==> config.mk <==
export PLATFORM = sky130hd
export DESIGN_NAME = pwm_duty_meter
export DESIGN_NICKNAME = d
export VERILOG_FILES = /design/src/rtl/pwm_duty_meter.sv
export SDC_FILE = /design/constraint.sdc
export NUM_CORES = 1
export LEC_CHECK = 0
export CORE_ASPECT_RATIO = 0.9
export CORE_MARGIN = 2
export CORE_UTILIZATION = 30
export CTS_CLUSTER_DIAMETER = 50
export DETAILED_ROUTE_END_ITERATION = 12
export GPL_TIMING_DRIVEN = 0
export HOLD_SLACK_MARGIN = 0.15
export SYNTH_ARGS = -nofsm -noshare
export SYNTH_HDL_FRONTEND = slang
export SYNTH_SLANG_ARGS = --single-unit
==> constraint.sdc <==
create_clock -name clk -period 3.55 [get_ports clk]
set_clock_uncertainty 0.05 [all_clocks]
set_input_delay 0.8875 -clock clk [delete_from_list [all_inputs] [get_ports clk]]
set_output_delay 0.8875 -clock clk [all_outputs]
set_load 0.02 [all_outputs]
==> src/rtl/pwm_duty_meter.sv <==
// Measures high time and period of an asynchronous PWM input and derives a normalised duty
// value with a restoring divider. Also flags a stuck line and dropped captures.
module pwm_duty_meter #(
  parameter int unsigned CNT_W       = 16,
  parameter int unsigned DUTY_W      = 8,
  parameter int unsigned SYNC_STAGES = 2
) (
  input  logic              clk,
  input  logic              rst_n,
  input  logic              pwm_in,
  input  logic              clr,
  output logic [CNT_W-1:0]  meas_high,
  output logic [CNT_W-1:0]  meas_period,
  output logic [DUTY_W-1:0] duty,
  output logic              valid,
  output logic              stuck,
  output logic              stuck_level,
  output logic              overrun
);

  localparam int unsigned IterW = $clog2(DUTY_W);
  localparam logic [IterW-1:0] LastIter = IterW'(DUTY_W - 1);
  localparam logic [CNT_W-1:0] PerLimit = {{(CNT_W-1){1'b1}}, 1'b0};
  localparam logic [CNT_W-1:0] CntOne   = {{(CNT_W-1){1'b0}}, 1'b1};

  typedef enum logic [1:0] {StWait, StHigh, StLow} state_e;

  logic [SYNC_STAGES-1:0] sync_q;
  logic                   prev_q;
  logic [SYNC_STAGES:0]   warm_q;
  logic                   level, armed, rise, fall;

  // warm_q gates edge detection until the synchroniser and prev_q hold real samples, so a
  // line already high at reset release is not mistaken for a rising edge.
  always_ff @(posedge clk or negedge rst_n) begin
    if (!rst_n) begin
      sync_q <= '0;
      prev_q <= 1'b0;
      warm_q <= '0;
    end else begin
      sync_q <= {sync_q[SYNC_STAGES-2:0], pwm_in};
      prev_q <= sync_q[SYNC_STAGES-1];
      warm_q <= {warm_q[SYNC_STAGES-1:0], 1'b1};
    end
  end

  assign level = sync_q[SYNC_STAGES-1];
  assign armed = warm_q[SYNC_STAGES];
  assign rise  = armed & level & ~prev_q;
  assign fall  = armed & ~level & prev_q;

  state_e           state_q, state_d;
  logic [CNT_W-1:0] hi_q, hi_d, per_q, per_d;
  logic             capture, timeout;

  always_comb begin
    state_d = state_q;
    hi_d    = hi_q;
    per_d   = per_q;
    capture = 1'b0;
    timeout = 1'b0;
    unique case (state_q)
      StWait: begin
        if (rise) begin
          state_d = StHigh;
          hi_d    = CntOne;
          per_d   = CntOne;
        end
      end
      StHigh: begin
        per_d = per_q + 1'b1;
        if (level) hi_d = hi_q + 1'b1;
        if (per_q == PerLimit) begin
          timeout = 1'b1;
          state_d = StWait;
        end else if (fall) begin
          state_d = StLow;
        end
      end
      StLow: begin
        if (rise) begin
          capture = 1'b1;
          hi_d    = CntOne;
          per_d   = CntOne;
          state_d = StHigh;
        end else if (per_q == PerLimit) begin
          timeout = 1'b1;
          state_d = StWait;
        end else begin
          per_d = per_q + 1'b1;
        end
      end
      default: state_d = StWait;
    endcase
    if (clr) begin
      state_d = StWait;
      hi_d    = '0;
      per_d   = '0;
      capture = 1'b0;
      timeout = 1'b0;
    end
  end

  logic              busy_q, busy_d;
  logic [IterW-1:0]  cnt_q, cnt_d;
  logic [CNT_W:0]    rem_q, rem_d, shifted;
  logic [DUTY_W-1:0] quo_q, quo_d, quo_next;
  logic [CNT_W-1:0]  cap_hi_q, cap_hi_d, cap_per_q, cap_per_d;
  logic [CNT_W-1:0]  meas_high_q, meas_high_d, meas_period_q, meas_period_d;
  logic [DUTY_W-1:0] duty_q, duty_d;
  logic              valid_q, valid_d, stuck_q, stuck_d, lvl_q, lvl_d, ovr_q, ovr_d;
  logic              ge;

  // Remainder starts at hi < per, so each step yields one quotient bit of hi * 2^DUTY_W / per.
  assign shifted  = {rem_q[CNT_W-1:0], 1'b0};
  assign ge       = shifted >= {1'b0, cap_per_q};
  assign quo_next = {quo_q[DUTY_W-2:0], ge};

  always_comb begin
    busy_d        = busy_q;
    cnt_d         = cnt_q;
    rem_d         = rem_q;
    quo_d         = quo_q;
    cap_hi_d      = cap_hi_q;
    cap_per_d     = cap_per_q;
    meas_high_d   = meas_high_q;
    meas_period_d = meas_period_q;
    duty_d        = duty_q;
    valid_d       = 1'b0;
    stuck_d       = stuck_q;
    lvl_d         = lvl_q;
    ovr_d         = ovr_q;
    if (busy_q) begin
      rem_d = ge ? (shifted - {1'b0, cap_per_q}) : shifted;
      quo_d = quo_next;
      cnt_d = cnt_q + 1'b1;
      if (cnt_q == LastIter) begin
        busy_d        = 1'b0;
        valid_d       = 1'b1;
        meas_high_d   = cap_hi_q;
        meas_period_d = cap_per_q;
        duty_d        = quo_next;
        stuck_d       = 1'b0;
      end
    end
    if (capture) begin
      if (busy_q) begin
        ovr_d = 1'b1;
      end else begin
        busy_d    = 1'b1;
        cnt_d     = '0;
        rem_d     = {1'b0, hi_q};
        quo_d     = '0;
        cap_hi_d  = hi_q;
        cap_per_d = per_q;
      end
    end
    if (timeout) begin
      stuck_d = 1'b1;
      lvl_d   = level;
    end
    if (clr) begin
      busy_d        = 1'b0;
      valid_d       = 1'b0;
      meas_high_d   = '0;
      meas_period_d = '0;
      duty_d        = '0;
      stuck_d       = 1'b0;
      lvl_d         = 1'b0;
      ovr_d         = 1'b0;
    end
  end

  always_ff @(posedge clk or negedge rst_n) begin
    if (!rst_n) begin
      state_q       <= StWait;
      hi_q          <= '0;
      per_q         <= '0;
      busy_q        <= 1'b0;
      cnt_q         <= '0;
      rem_q         <= '0;
      quo_q         <= '0;
      cap_hi_q      <= '0;
      cap_per_q     <= '0;
      meas_high_q   <= '0;
      meas_period_q <= '0;
      duty_q        <= '0;
      valid_q       <= 1'b0;
      stuck_q       <= 1'b0;
      lvl_q         <= 1'b0;
      ovr_q         <= 1'b0;
    end else begin
      state_q       <= state_d;
      hi_q          <= hi_d;
      per_q         <= per_d;
      busy_q        <= busy_d;
      cnt_q         <= cnt_d;
      rem_q         <= rem_d;
      quo_q         <= quo_d;
      cap_hi_q      <= cap_hi_d;
      cap_per_q     <= cap_per_d;
      meas_high_q   <= meas_high_d;
      meas_period_q <= meas_period_d;
      duty_q        <= duty_d;
      valid_q       <= valid_d;
      stuck_q       <= stuck_d;
      lvl_q         <= lvl_d;
      ovr_q         <= ovr_d;
    end
  end

  assign meas_high   = meas_high_q;
  assign meas_period = meas_period_q;
  assign duty        = duty_q;
  assign valid       = valid_q;
  assign stuck       = stuck_q;
  assign stuck_level = lvl_q;
  assign overrun     = ovr_q;

endmodule

==> Flow_metrics.wiki, run 1 <==
{| class="wikitable"
! Metric !! Value
|-
| Status || completed
|-
| Number of fill cells in the layout || 2,238
|-
| Stages on the worst setup path || 7
|-
| Core region area || 0.0231 sq mm
|-
| Routability congestion estimate || slightly above 0.9
|-
| Antenna diode count || 0
|-
| Most frequently used flop master after synthesis || sky130_fd_sc_hd__dfrtp_1
|-
| Placement Rows || 53
|-
| Hold Violations, Final || 0
|-
| Die Span Y || 149 microns
|-
| Root cell of the clock tree || sky130_fd_sc_hd__clkbuf_16
|-
| Synthesized instance count || 684
|-
| Drc violations || 0
|-
| Reported leakage power || approximately 3.7 nW
|-
| Async set-or-reset flop fraction in the synthesized netlist || 1.00
|-
| Clock tree buffer depth || 2
|-
| Avg Vias per Cell || a little over 5
|-
| Max_slew headroom || 0.473
|-
| Required time of the critical path || ~3800 ps
|-
| Maximum Capacitance Violations || 0
|-
| Final WL || 17,700 microns
|-
| Initial antenna violation count || 0
|-
| Vias in the first global route || 5,191
|-
| Warnings from Yosys || 0
|-
| Seq/Total Area, Yosys || 0.511
|-
| Slowest stage cell, crit path || sky130_fd_sc_hd__clkdlybuf4s50_1
|-
| Cell family with most CP delay || buffers and inverters
|-
| Global-route wire length before repair || 29,000 microns
|-
| Fraction of layout cells with a size suffix above 1 || 0.0929
|-
| Maximum number of pins on one net before global-route repair || 92
|-
| Number of buffers created by CTS || 17
|-
| Final clock period utilization by the worst path || 0.834
|-
| Wirelength per Cell || 16.6 microns
|-
| Final worst path period need || 2960 ps
|-
| Reg2reg setup slack || 880 ps
|-
| Slew Viols, Final || 0
|-
| Synthesis-stage register bit count || between 100 and 150
|-
| I/O pin cnt || 48
|-
| Post-DP Area || 0.00788 sq mm
|-
| Clock tree from TritonCTS || done
|-
| Clk pin slew, worst setup/hold paths || ~60 ps
|-
| Hold/Removal Path Class || register to register
|-
| Crit-path most repeated cell || sky130_fd_sc_hd__clkbuf_1
|-
| Starting Density || 0.302
|-
| Sequence of cells on the critical path || clkdlybuf4s50_1, clkbuf_1, or2_1, clkbuf_1, clkbuf_1, nand2_1, o21ai_0
|-
| Worst Max-Slew Pin Slew || 790 ps
|-
| Distinct cell type count after synthesis || between 50 and 60
|-
| Hold Crit Depth || 0
|-
| Hold buffers post-CTS || 0
|-
| Num Clock Sinks || 143
|-
| Worst IR Drop VDD || 466 uV
|-
| GRT Overall Usage || 0.154
|-
| Design Area, Final || 0.00849 sq mm
|-
| Start point of the worst hold path || sync_q[0]
|-
| Startpoint kind of the worst setup timing path || input pin
|-
| Via count of the routed design || about 5,400
|-
| Worst path bufs/invs || 4
|-
| End point of the worst hold path || sync_q[1]
|-
| Horiz. Die Dim || 165 microns
|-
| Pwr/cell area || ~800 mW/mm^2
|-
| Total die area || 0.0246 sq mm
|-
| First DRT Iteration DRCs || 401
|-
| Startpoint of the lowest-slack register-to-register path || cap_per_q[6]
|-
| Worst-path maximum fanout || 10
|-
| Overall overflow remaining after global route || 0
|-
| Post-Synthesis Cell Area || about 0.007 sq mm
|-
| Share of the core filled with cells in the final layout || 0.367
|-
| Endpoint of the lowest-slack register-to-register path || rem_q[8]
|-
| Clock latency of the later-clocked register in the worst-skew pair || 430 ps
|-
| Number of enable-type register cells in the synthesized netlist || 0
|-
| Nets || slightly below 800
|-
| Layout Area Growth over Synthesis || 21.3%
|-
| Total negative slack for setup checks || 0 ps
|-
| WS Path Type || input pin to register
|-
| Average instance area after synthesis || 10.2 sq um
|-
| Fmax || approximately 340 MHz
|-
| Depth of the most critical reg-to-reg path || 10
|-
| Largest stage delay, worst path || about 500 ps
|-
| Arrival time of the worst setup path || 3250 ps
|-
| Number of port buffers || between 40 and 50
|-
| Setup fix buffers added after clock tree synthesis || 0
|-
| Setup repair after global routing missed its margin || false
|-
| First-pass iteration count of the detailed router || 5
|-
| Mapped Nets || 715
|-
| Final count of negative-setup-slack endpoints || 0
|-
| Number of cells upsized or downsized after cts || 0
|-
| HPWL after detailed placement || approximately 13,000 microns
|-
| Maximum level of the CTS H-tree || 4
|-
| Antenna-violating nets left || 0
|-
| Critical path capture point type || register
|}
-- cells by family after synthesis --
group	after synthesis	synth area share
flops	143	0.511
mux	34	0.0526
xor+xnor	21	0.0263
other cells	1	0.000536
simple gates	199	0.138
fa+ha+maj	27	0.0493
buf+inv	59	0.0349
compound gates	200	0.187
-- layout make-up --
type / count / area [sq um] / area share
plain buffers: 33 / 146 / 0.0172
clock buffers: 21 / 450 / 0.0531
clock inverters: 11 / 164 / 0.0193
inverters: 26 / 97.6 / 0.0115
multi-input cells: 482 / 3180 / 0.374
flip-flops and latches: 143 / 3580 / 0.422
well taps: 302 / 378 / 0.0445
repair buffers: 48 / 499 / 0.0588
-- sequential cells by signal, indices dropped and copies added (netlist names), named ones only --
register and cells:
overrun 1, sync_q 2, per_q 16, meas_period 16, cap_hi_q 16, busy_q 1, prev_q 1, meas_high 16
cnt_q 3, valid 1, quo_q 6, duty 8, hi_q 16, stuck 1, cap_per_q 16, stuck_level 1
state_q 2, warm_q 3, rem_q 16
-- power breakdown --
| group | switching (mW) | internal [mW] | leakage, nW |
|---|---|---|---|
| Combinational | 1.49 | 1.15 | 1.51 |
| Clock | 0.671 | 1.19 | 0.297 |
| Sequential | 0.240 | 1.89 | 1.90 |
| Total | 2.40 | 4.23 | 3.71 |
-- worst max-delay path by stage --
stage,endpoint,slack [ps],start
after floorplan,rem_q[1],1290,rem_q[5]
after global placement,meas_high[3],-4510,rst_n
after detailed placement,quo_q[0],160,clr
after CTS,cnt_q[2],570,clr
after global routing,quo_q[5],400,clr
final,cnt_q[2],590,clr
-- synthesized netlist by cell type (all sizes together) (3+ instances only) --
| cell | instances | area [sq um] |
|---|---|---|
| and2 | 13 | 83.8 |
| nand4 | 8 | 50.1 |
| nand2 | 72 | 270 |
| o41ai | 5 | 43.8 |
| a22o | 40 | 350 |
| o22ai | 4 | 25.0 |
| o21ai | 73 | 365 |
| nand3 | 10 | 50.1 |
| ha | 26 | 325 |
| xor2 | 10 | 87.6 |
| o21a | 5 | 37.5 |
| nand2b | 7 | 51.3 |
| nor3 | 11 | 60.1 |
| nor2b | 6 | 37.5 |
| a211oi | 12 | 90.1 |
| a31oi | 8 | 50.1 |
| a21oi | 35 | 183 |
| or3 | 7 | 43.8 |
| nor2 | 44 | 170 |
| and3 | 8 | 50.1 |
| nand3b | 3 | 22.5 |
| clkbuf | 22 | 82.6 |
| dfrtp | 143 | 3580 |
| mux2 | 19 | 218 |
| or2 | 5 | 31.3 |
| inv | 26 | 97.6 |
| buf | 11 | 63.8 |
| o31ai | 3 | 22.5 |
| mux2i | 15 | 150 |
| xnor2 | 11 | 96.3 |
-- layer usage --
layer	track usage	routed length [microns]
met4	0.0517	364
met3	0.0386	1020
met2	0.222	7820
met5	0	0
met1	0.224	8470
-- per-stage QoR --
| step | hold WS, ps | cells | total power, mW | worst slack (ps) |
|---|---|---|---|---|
| global placement | 282 | 1033 | 4.72 | -4510 |
| finish | 296 | 1066 | 6.63 | 590 |
| global route | 304 | 1066 | 7.08 | 398 |
| detailed placement | 287 | 1034 | 4.76 | 159 |
| CTS | 299 | 1066 | 6.66 | 567 |
| floorplan | 281 | 684 | 4.13 | 1290 |
-- cell usage in the layout (no fill, tap or decap), types with 15 or more instances in the layout --
master,count
sky130_fd_sc_hd__a21oi_1,33
sky130_fd_sc_hd__a22o_1,40
sky130_fd_sc_hd__clkbuf_1,25
sky130_fd_sc_hd__clkbuf_16,17
sky130_fd_sc_hd__clkdlybuf4s50_1,46
sky130_fd_sc_hd__dfrtp_1,143
sky130_fd_sc_hd__ha_1,26
sky130_fd_sc_hd__inv_1,26
sky130_fd_sc_hd__mux2_2,18
sky130_fd_sc_hd__mux2i_1,15
sky130_fd_sc_hd__nand2_1,72
sky130_fd_sc_hd__nor2_1,42
sky130_fd_sc_hd__o21ai_0,69
Note: power is estimated with default switching activity, not from simulation.
==> run 2, diff against run 1 <==
Clock period 3.55 ns to 2.5 ns, I/O delays scaled along.
==> run 2 against run 1 <==
Net effect: clock power up 42%; critical path type is now register to register; critical path depth up 2; utilization up 1.1 points; sequential cell count unchanged; routed wire length up 1.6%; setup slack worse by 580 ps; combinational power up 63%; largest cell class unchanged; via count up 1.6%; sequential power up 44%.
==> Flow_metrics.wiki, run 2 (same netlist as run 1, synthesis figures left out) <==
{| class="wikitable"
! Metric !! Value
|-
| Total die area || 0.0246 sq mm (unchanged)
|-
| Depth of the most critical reg-to-reg path || 9 (-1)
|-
| Final WL || 17,900 microns (+1.6%)
|-
| Worst Max-Slew Pin Slew || 780 ps (-9.94 ps)
|-
| Total negative slack for setup checks || 0 ps (unchanged)
|-
| Worst-path maximum fanout || 5 (-5)
|-
| Setup repair after global routing missed its margin || true
|-
| Arrival time of the worst setup path || 2730 ps (-520 ps)
|-
| Startpoint of the lowest-slack register-to-register path || rem_q[7]
|-
| Startpoint kind of the worst setup timing path || register
|-
| Avg Vias per Cell || 5.06 (+0.64%)
|-
| Horiz. Die Dim || 165 microns (unchanged)
|-
| Maximum number of pins on one net before global-route repair || 92 (unchanged)
|-
| Switching share of power || 0.361 (-0.00125)
|-
| Final worst setup slack || 6.29 ps (-584 ps)
|-
| Clock tree from TritonCTS || done
|-
| Endpoint of the lowest-slack register-to-register path || rem_q[8]
|-
| Starting Density || 0.302 (unchanged)
|-
| Wirelength per Cell || 16.7 microns (+0.61%)
|-
| Num Clock Sinks || 143 (unchanged)
|-
| Final count of negative-setup-slack endpoints || 0 (unchanged)
|-
| Clk pin slew, worst setup/hold paths || 60 ps (about the same)
|-
| Final clock period utilization by the worst path || 0.997
|-
| Hold/Removal Path Class || register to register
|-
| Number of buffers created by CTS || 17 (unchanged)
|-
| Fraction of layout cells with a size suffix above 1 || 0.141 (+0.0479)
|-
| Worst IR Drop VDD || 672 uV (+44%)
|-
| Pwr/cell area || 1140 mW/mm^2 (+46%)
|-
| HPWL after detailed placement || 12,500 microns (unchanged)
|-
| Largest stage delay, worst path || 440 ps (-70 ps)
|-
| Initial antenna violation count || 0 (unchanged)
|-
| Drc violations || 0 (unchanged)
|-
| Core region area || 0.0231 sq mm (unchanged)
|-
| Clock tree buffer depth || 2 (unchanged)
|-
| WS Path Type || register to register
|-
| Vias in the first global route || 5,228 (+0.71%)
|-
| Overall overflow remaining after global route || 0 (unchanged)
|-
| Leading cell types in the layout, fill and taps excluded || 141 x sky130_fd_sc_hd__dfrtp_1, 72 x sky130_fd_sc_hd__nand2_1, 69 x sky130_fd_sc_hd__o21ai_0
|-
| Status || completed
|-
| Combinational Power Share || 0.430 (+0.031)
|-
| Commonest non-fill, non-tap cell in the layout || sky130_fd_sc_hd__dfrtp_1
|-
| Slowest stage cell, crit path || sky130_fd_sc_hd__dfrtp_2
|-
| First-pass iteration count of the detailed router || 6 (+1)
|-
| Final worst path period need || 2490 ps
|-
| Critical path capture point type || register
|-
| Reg2reg setup slack || 6 ps (-870 ps)
|-
| Start point of the worst hold path || sync_q[0]
|-
| Net Switching || 3.61 mW (+50%)
|-
| Worst path bufs/invs || 1 (-3)
|-
| Cell family with most CP delay || compound AO/OA/AOI/OAI gates
|-
| Antenna diode count || 0 (unchanged)
|-
| Post-place setup slack || -629 ps (-788 ps)
|-
| Placement Rows || 53 (unchanged)
|-
| GRT Overall Usage || 0.155 (+0.000960)
|-
| Cell internal power dissipation || 6.39 mW (+51%)
|-
| Maximum level of the CTS H-tree || 4 (unchanged)
|-
| Slew Viols, Final || 0 (unchanged)
|-
| Reported leakage power || 3.78 nW (+1.8%)
|-
| Antenna-violating nets left || 0 (unchanged)
|-
| Layout Area Growth over Synthesis || 24.9%
|-
| Nets || 792 (+1.3%)
|-
| Relative contribution of sequential cells to total power || 0.306 (-0.015)
|-
| I/O pin cnt || 48 (unchanged)
|-
| Via count of the routed design || 5,446 (+1.6%)
|-
| Die Span Y || 149 microns (unchanged)
|-
| Clock latency of the later-clocked register in the worst-skew pair || 420 ps (about the same)
|-
| Fmax || 401 MHz
|-
| Sequence of cells on the critical path || ha_4, and4_4, and2_4, a21boi_4, o21a_1, a2bb2oi_4, buf_6, mux2i_2, a21oi_1
|-
| Max_slew headroom || 0.480 (+0.00663)
|-
| Routability congestion estimate || 0.925 (unchanged)
|-
| Root cell of the clock tree || sky130_fd_sc_hd__clkbuf_16
|-
| Hold Crit Depth || 0 (unchanged)
|-
| Global-route wire length before repair || 29,200 microns (+0.57%)
|-
| Maximum Capacitance Violations || 0 (unchanged)
|-
| Hold Violations, Final || 0 (unchanged)
|-
| First DRT Iteration DRCs || 401 (unchanged)
|-
| End point of the worst hold path || sync_q[1]
|-
| Number of fill cells in the layout || 2,216 (-0.98%)
|-
| Number of port buffers || 47 (unchanged)
|-
| Clock group share of total power || 0.264 (-0.016)
|-
| Required time of the critical path || 2730 ps (-1110 ps)
|-
| Tot Pwr || 10.0 mW (+51%)
|}
run 2: cell count changes in the layout (fill, tap and decap cells not counted), moves of 4 or more:
cell,previous run,this run
sky130_fd_sc_hd__buf_2,6,2
sky130_fd_sc_hd__clkbuf_1,25,20
sky130_fd_sc_hd__buf_4,2,9
sky130_fd_sc_hd__clkbuf_2,0,5
sky130_fd_sc_hd__ha_1,26,18
sky130_fd_sc_hd__ha_4,0,7
run 2: area by class of cell:
| type | count | area (sq um) | share of cell area |
|---|---|---|---|
| Buffer | 33 | 170 | 0.0195 |
| Clock buffer | 21 | 450 | 0.0515 |
| Clock inverter | 11 | 164 | 0.0187 |
| Inverter | 26 | 97.6 | 0.0112 |
| Multi-Input combinational cell | 482 | 3320 | 0.380 |
| Sequential cell | 143 | 3580 | 0.410 |
| Tap cell | 302 | 378 | 0.0432 |
| Timing Repair Buffer | 58 | 581 | 0.0664 |
run 2: power groups by stage:
stage | registers (mW) | clock network (mW) | logic [mW]
finish | 3.06 | 2.64 | 4.30
global route | 3.10 | 2.80 | 4.73
CTS | 3.03 | 2.70 | 4.01
detailed placement | 3.05 | 0 | 3.71
global placement | 3.05 | 0 | 3.65
floorplan | 2.93 | 0 | 2.94
run 2: metal layers:
| layer | part of all wire | global-route usage | wire length (microns) | vias up |
|---|---|---|---|---|
| met2 | 0.44 | 0.220 | 7850 | 152 |
| met1 | 0.48 | 0.225 | 8610 | 2638 |
| met5 | 0 | 0 | 0 | - |
| met4 | 0.027 | 0.0600 | 487 | 0 |
| li1 | - | - | - | 2626 |
| met3 | 0.056 | 0.0386 | 1000 | 30 |
run 2: worst max path at each step:
stage                  start      endpoint  cells after the start  slack, ps
floorplan           rem_q[5]      rem_q[1]                      9        240
global placement       rst_n  meas_high[3]                      1      -5300
detailed placement       clr      quo_q[0]                      7       -630
CTS                 rem_q[7]      rem_q[1]                      9         10
global route        rem_q[7]      rem_q[1]                      9        -60
finish              rem_q[7]      rem_q[8]                      9          6
run 2: worst reg2reg max path: cells and delay by family, from the launching register on:
kind / cells / cell delay [ps]
AOI/OAI and AO/OA: 4 / 730
adders and majority gates: 1 / 300
buffers and inverters: 1 / 180
DFF: 1 / 440
muxes: 1 / 270
and+or+nand+nor: 2 / 380
run 2: repair_timing:
action / in CTS / in global routing
buffers inserted: 1 / 7
resized for setup: 13 / 28
pin swaps: 1 / 2
gates cloned: 1 / 0
endpoints found under the hold margin: 52 / 0
hold buffers: 1 / 0
endpoints found under the setup margin: 34 / 77
run 2: metrics by stage:
stage / hold slack [ps] / instances / util / instance area (sq um)
2_1_floorplan: 279 / 684 / - / 7000
3_3_place_gp: 282 / 1033 / 0.339 / 7850
3_5_place_dp: 287 / 1034 / 0.340 / 7880
4_1_cts: 299 / 1069 / 0.371 / 8590
5_1_grt: 304 / 1076 / 0.378 / 8740
6_report: 296 / 1076 / 0.378 / 8740
==> run 3, diff against run 2 <==
Settings changed: CORE_UTILIZATION 30 to 51, PLACE_DENSITY from default to 0.73.
==> run 3 against run 2 <==
Net effect: register-to-register slack improved by 50 ps; non-clock buffer count rose by 1; sequential share of layout area rose by 0.98 points; die area fell by 40%; sequential power barely moved; total power fell by 0.15%; critical path depth rose by 2; critical path type unchanged.
==> Flow_metrics.wiki, run 3 (same netlist as run 1, synthesis figures left out) <==
{| class="wikitable"
! Metric !! Value
|-
| Number of port buffers || 47 (unchanged)
|-
| Hold/Removal Path Class || register to register
|-
| WS Path Type || register to register
|-
| Largest stage delay, worst path || 370 ps (-70 ps)
|-
| Routability congestion estimate || 0.948 (+2.4%)
|-
| First-pass iteration count of the detailed router || 5 (-1)
|-
| End point of the worst hold path || warm_q[2]
|-
| Horiz. Die Dim || 127 microns (-23%)
|-
| Hold Crit Depth || 0 (unchanged)
|-
| Final std cells w/o fill || 940 (-13%)
|-
| Global-route wire length before repair || 28,300 microns (-3.0%)
|-
| Antenna diode count || 0 (unchanged)
|-
| Startpoint kind of the worst setup timing path || register
|-
| Final clock period utilization by the worst path || 0.978 (-0.0195)
|-
| Antenna-violating nets left || 0 (unchanged)
|-
| Avg Vias per Cell || 6.12 (+21%)
|-
| Wirelength per Cell || 18.8 microns (+13%)
|-
| Slew Viols, Final || 0 (unchanged)
|-
| Clock latency of the later-clocked register in the worst-skew pair || 420 ps (about the same)
|-
| Worst-path maximum fanout || 5 (unchanged)
|-
| Slowest stage cell, crit path || sky130_fd_sc_hd__dfrtp_1
|-
| First DRT Iteration DRCs || 461 (+15%)
|-
| Arrival time of the worst setup path || 2740 ps (about the same)
|-
| Commonest non-fill, non-tap cell in the layout || sky130_fd_sc_hd__dfrtp_1
|-
| Worst Max-Slew Pin Slew || 792 ps (+12.1 ps)
|-
| Seq. cell area || 0.00358 sq mm (about the same)
|-
| Die Span Y || 115 microns (-23%)
|-
| Fmax || 409 MHz (+2.0%)
|-
| Number of buffers created by CTS || 17 (unchanged)
|-
| Root cell of the clock tree || sky130_fd_sc_hd__clkbuf_16
|-
| Status || completed
|-
| Endpoint of the lowest-slack register-to-register path || rem_q[1]
|-
| Leading cell types in the layout, fill and taps excluded || 139 x sky130_fd_sc_hd__dfrtp_1, 72 x sky130_fd_sc_hd__nand2_1, 69 x sky130_fd_sc_hd__o21ai_0
|-
| Overall overflow remaining after global route || 0 (unchanged)
|-
| Depth of the most critical reg-to-reg path || 11 (+2)
|-
| Num Clock Sinks || 143 (unchanged)
|-
| Sequence of cells on the critical path || inv_1, ha_4, and4_4, and2_4, buf_4, a41oi_1, nand2_1, a2bb2oi_4, buf_6, mux2_4, a21oi_2
|-
| Setup repair after global routing missed its margin || true
|-
| Clk pin slew, worst setup/hold paths || 50 ps (about the same)
|-
| Worst IR Drop VDD || 689 uV (+2.5%)
|-
| Cell family with most CP delay || compound AO/OA/AOI/OAI gates
|-
| Nets || 793 (+0.13%)
|-
| Total negative slack for setup checks || 0 ps (unchanged)
|-
| Reported leakage power || 3.75 nW (-0.64%)
|-
| Drc violations || 0 (unchanged)
|-
| Required time of the critical path || 2800 ps (+70 ps)
|-
| Pwr/cell area || 1170 mW/mm^2 (+2.2%)
|-
| Reg2reg setup slack || 50 ps (+50 ps)
|-
| Starting Density || 0.524 (+0.221)
|-
| Max_slew headroom || 0.472 (-0.00806)
|-
| Total die area || 0.0147 sq mm (-40%)
|-
| Core region area || 0.0134 sq mm (-42%)
|-
| Share of the core filled with cells in the final layout || 0.640 (+0.262)
|-
| Layout Area Growth over Synthesis || 22.1%
|-
| Maximum number of pins on one net before global-route repair || 86 (-6.5%)
|-
| Dpl cells || 900 (-13%)
|-
| Hold Violations, Final || 0 (unchanged)
|-
| Initial antenna violation count || 0 (unchanged)
|-
| Vias in the first global route || 5,415 (+3.6%)
|-
| Maximum Capacitance Violations || 0 (unchanged)
|-
| Maximum level of the CTS H-tree || 4 (unchanged)
|-
| Worst path bufs/invs || 3 (+2)
|-
| GRT Overall Usage || 0.251 (+0.0958)
|-
| Startpoint of the lowest-slack register-to-register path || cap_per_q[7]
|-
| Clock tree buffer depth || 2 (unchanged)
|-
| Final worst path period need || 2450 ps (-48.7 ps)
|-
| Via count of the routed design || 5,750 (+5.6%)
|-
| HPWL after detailed placement || 12,300 microns (-2.1%)
|-
| Area of the multi-input gates || 0.00336 sq mm (+1.3%)
|-
| Fraction of layout cells with a size suffix above 1 || 0.149 (+0.00814)
|-
| Final count of negative-setup-slack endpoints || 0 (unchanged)
|-
| Critical path capture point type || register
|-
| Start point of the worst hold path || warm_q[1]
|-
| Placement Rows || 40 (-25%)
|-
| Number of fill cells in the layout || 1,048 (-53%)
|-
| Final WL || 17,700 microns (-1.4%)
|-
| I/O pin cnt || 48 (unchanged)
|-
| Clock tree from TritonCTS || done
|}
run 3: cell count changes in the layout (fill, tap and decap cells not counted), sizes merged:
cell and delta:
bufinv -3, clkbuf -1, buf +3, clkinvlp -2, clkinv +1
run 3: worst max path at each step:
stage,from,endpoint,cells after the start
3_5_place_dp,clr,quo_q[2],7
4_1_cts,state_q[0],cap_per_q[6],10
2_1_floorplan,rem_q[5],rem_q[1],9
3_3_place_gp,rst_n,meas_period[0],1
5_1_grt,state_q[0],cap_hi_q[10],8
6_report,cap_per_q[7],rem_q[1],11
run 3: layout make-up:
type / instances / share of cell area
clock inverter: 7 / 0.00747
multi-input combinational: 482 / 0.394
inverter: 26 / 0.0114
clock buffer: 22 / 0.0555
timing repair buffer: 59 / 0.0684
buffer: 33 / 0.0196
sequential: 143 / 0.419
tap: 168 / 0.0246
run 3: where the power goes:
group	internal, mW	switching [mW]
Clock	1.42	0.897
Combinational	2.18	2.41
Sequential	2.69	0.377
Total	6.29	3.69
run 3: worst register-to-register path: cells and delay by family, from the launching register on:
family          cells  cell delay, ps
buf+inv             3             420
fa+ha+maj           1             240
compound gates      3             530
flops               1             370
mux                 1             300
simple gates        3             470
run 3: per-stage QoR:
stage	instance area [sq um]	hold WS (ps)	setup WS (ps)	power, mW
floorplan	7000	279	236	5.86
global placement	7680	285	-4840	6.57
detailed placement	7710	286	-478	6.75
CTS	8320	304	11.7	9.28
global route	8550	319	-33.3	10.6
finish	8550	300	55.0	9.98
run 3: repair_timing:
action / in CTS / in global routing
setup endpoints to repair: 25 / 68
hold endpoints to repair: 21 / 0
hold buffers: 1 / 0
pin swaps: 0 / 10
gates cloned: 0 / 1
setup buffers: 0 / 9
resized for setup: 9 / 45
run 3: per-layer routing:
metal / GRT usage / up-vias / share of wire
met4: 0.0828 / 0 / 0.022
met2: 0.383 / 203 / 0.46
met1: 0.357 / 2903 / 0.44
met5: 0 / - / 0
li1: - / 2604 / -
met3: 0.0591 / 40 / 0.070
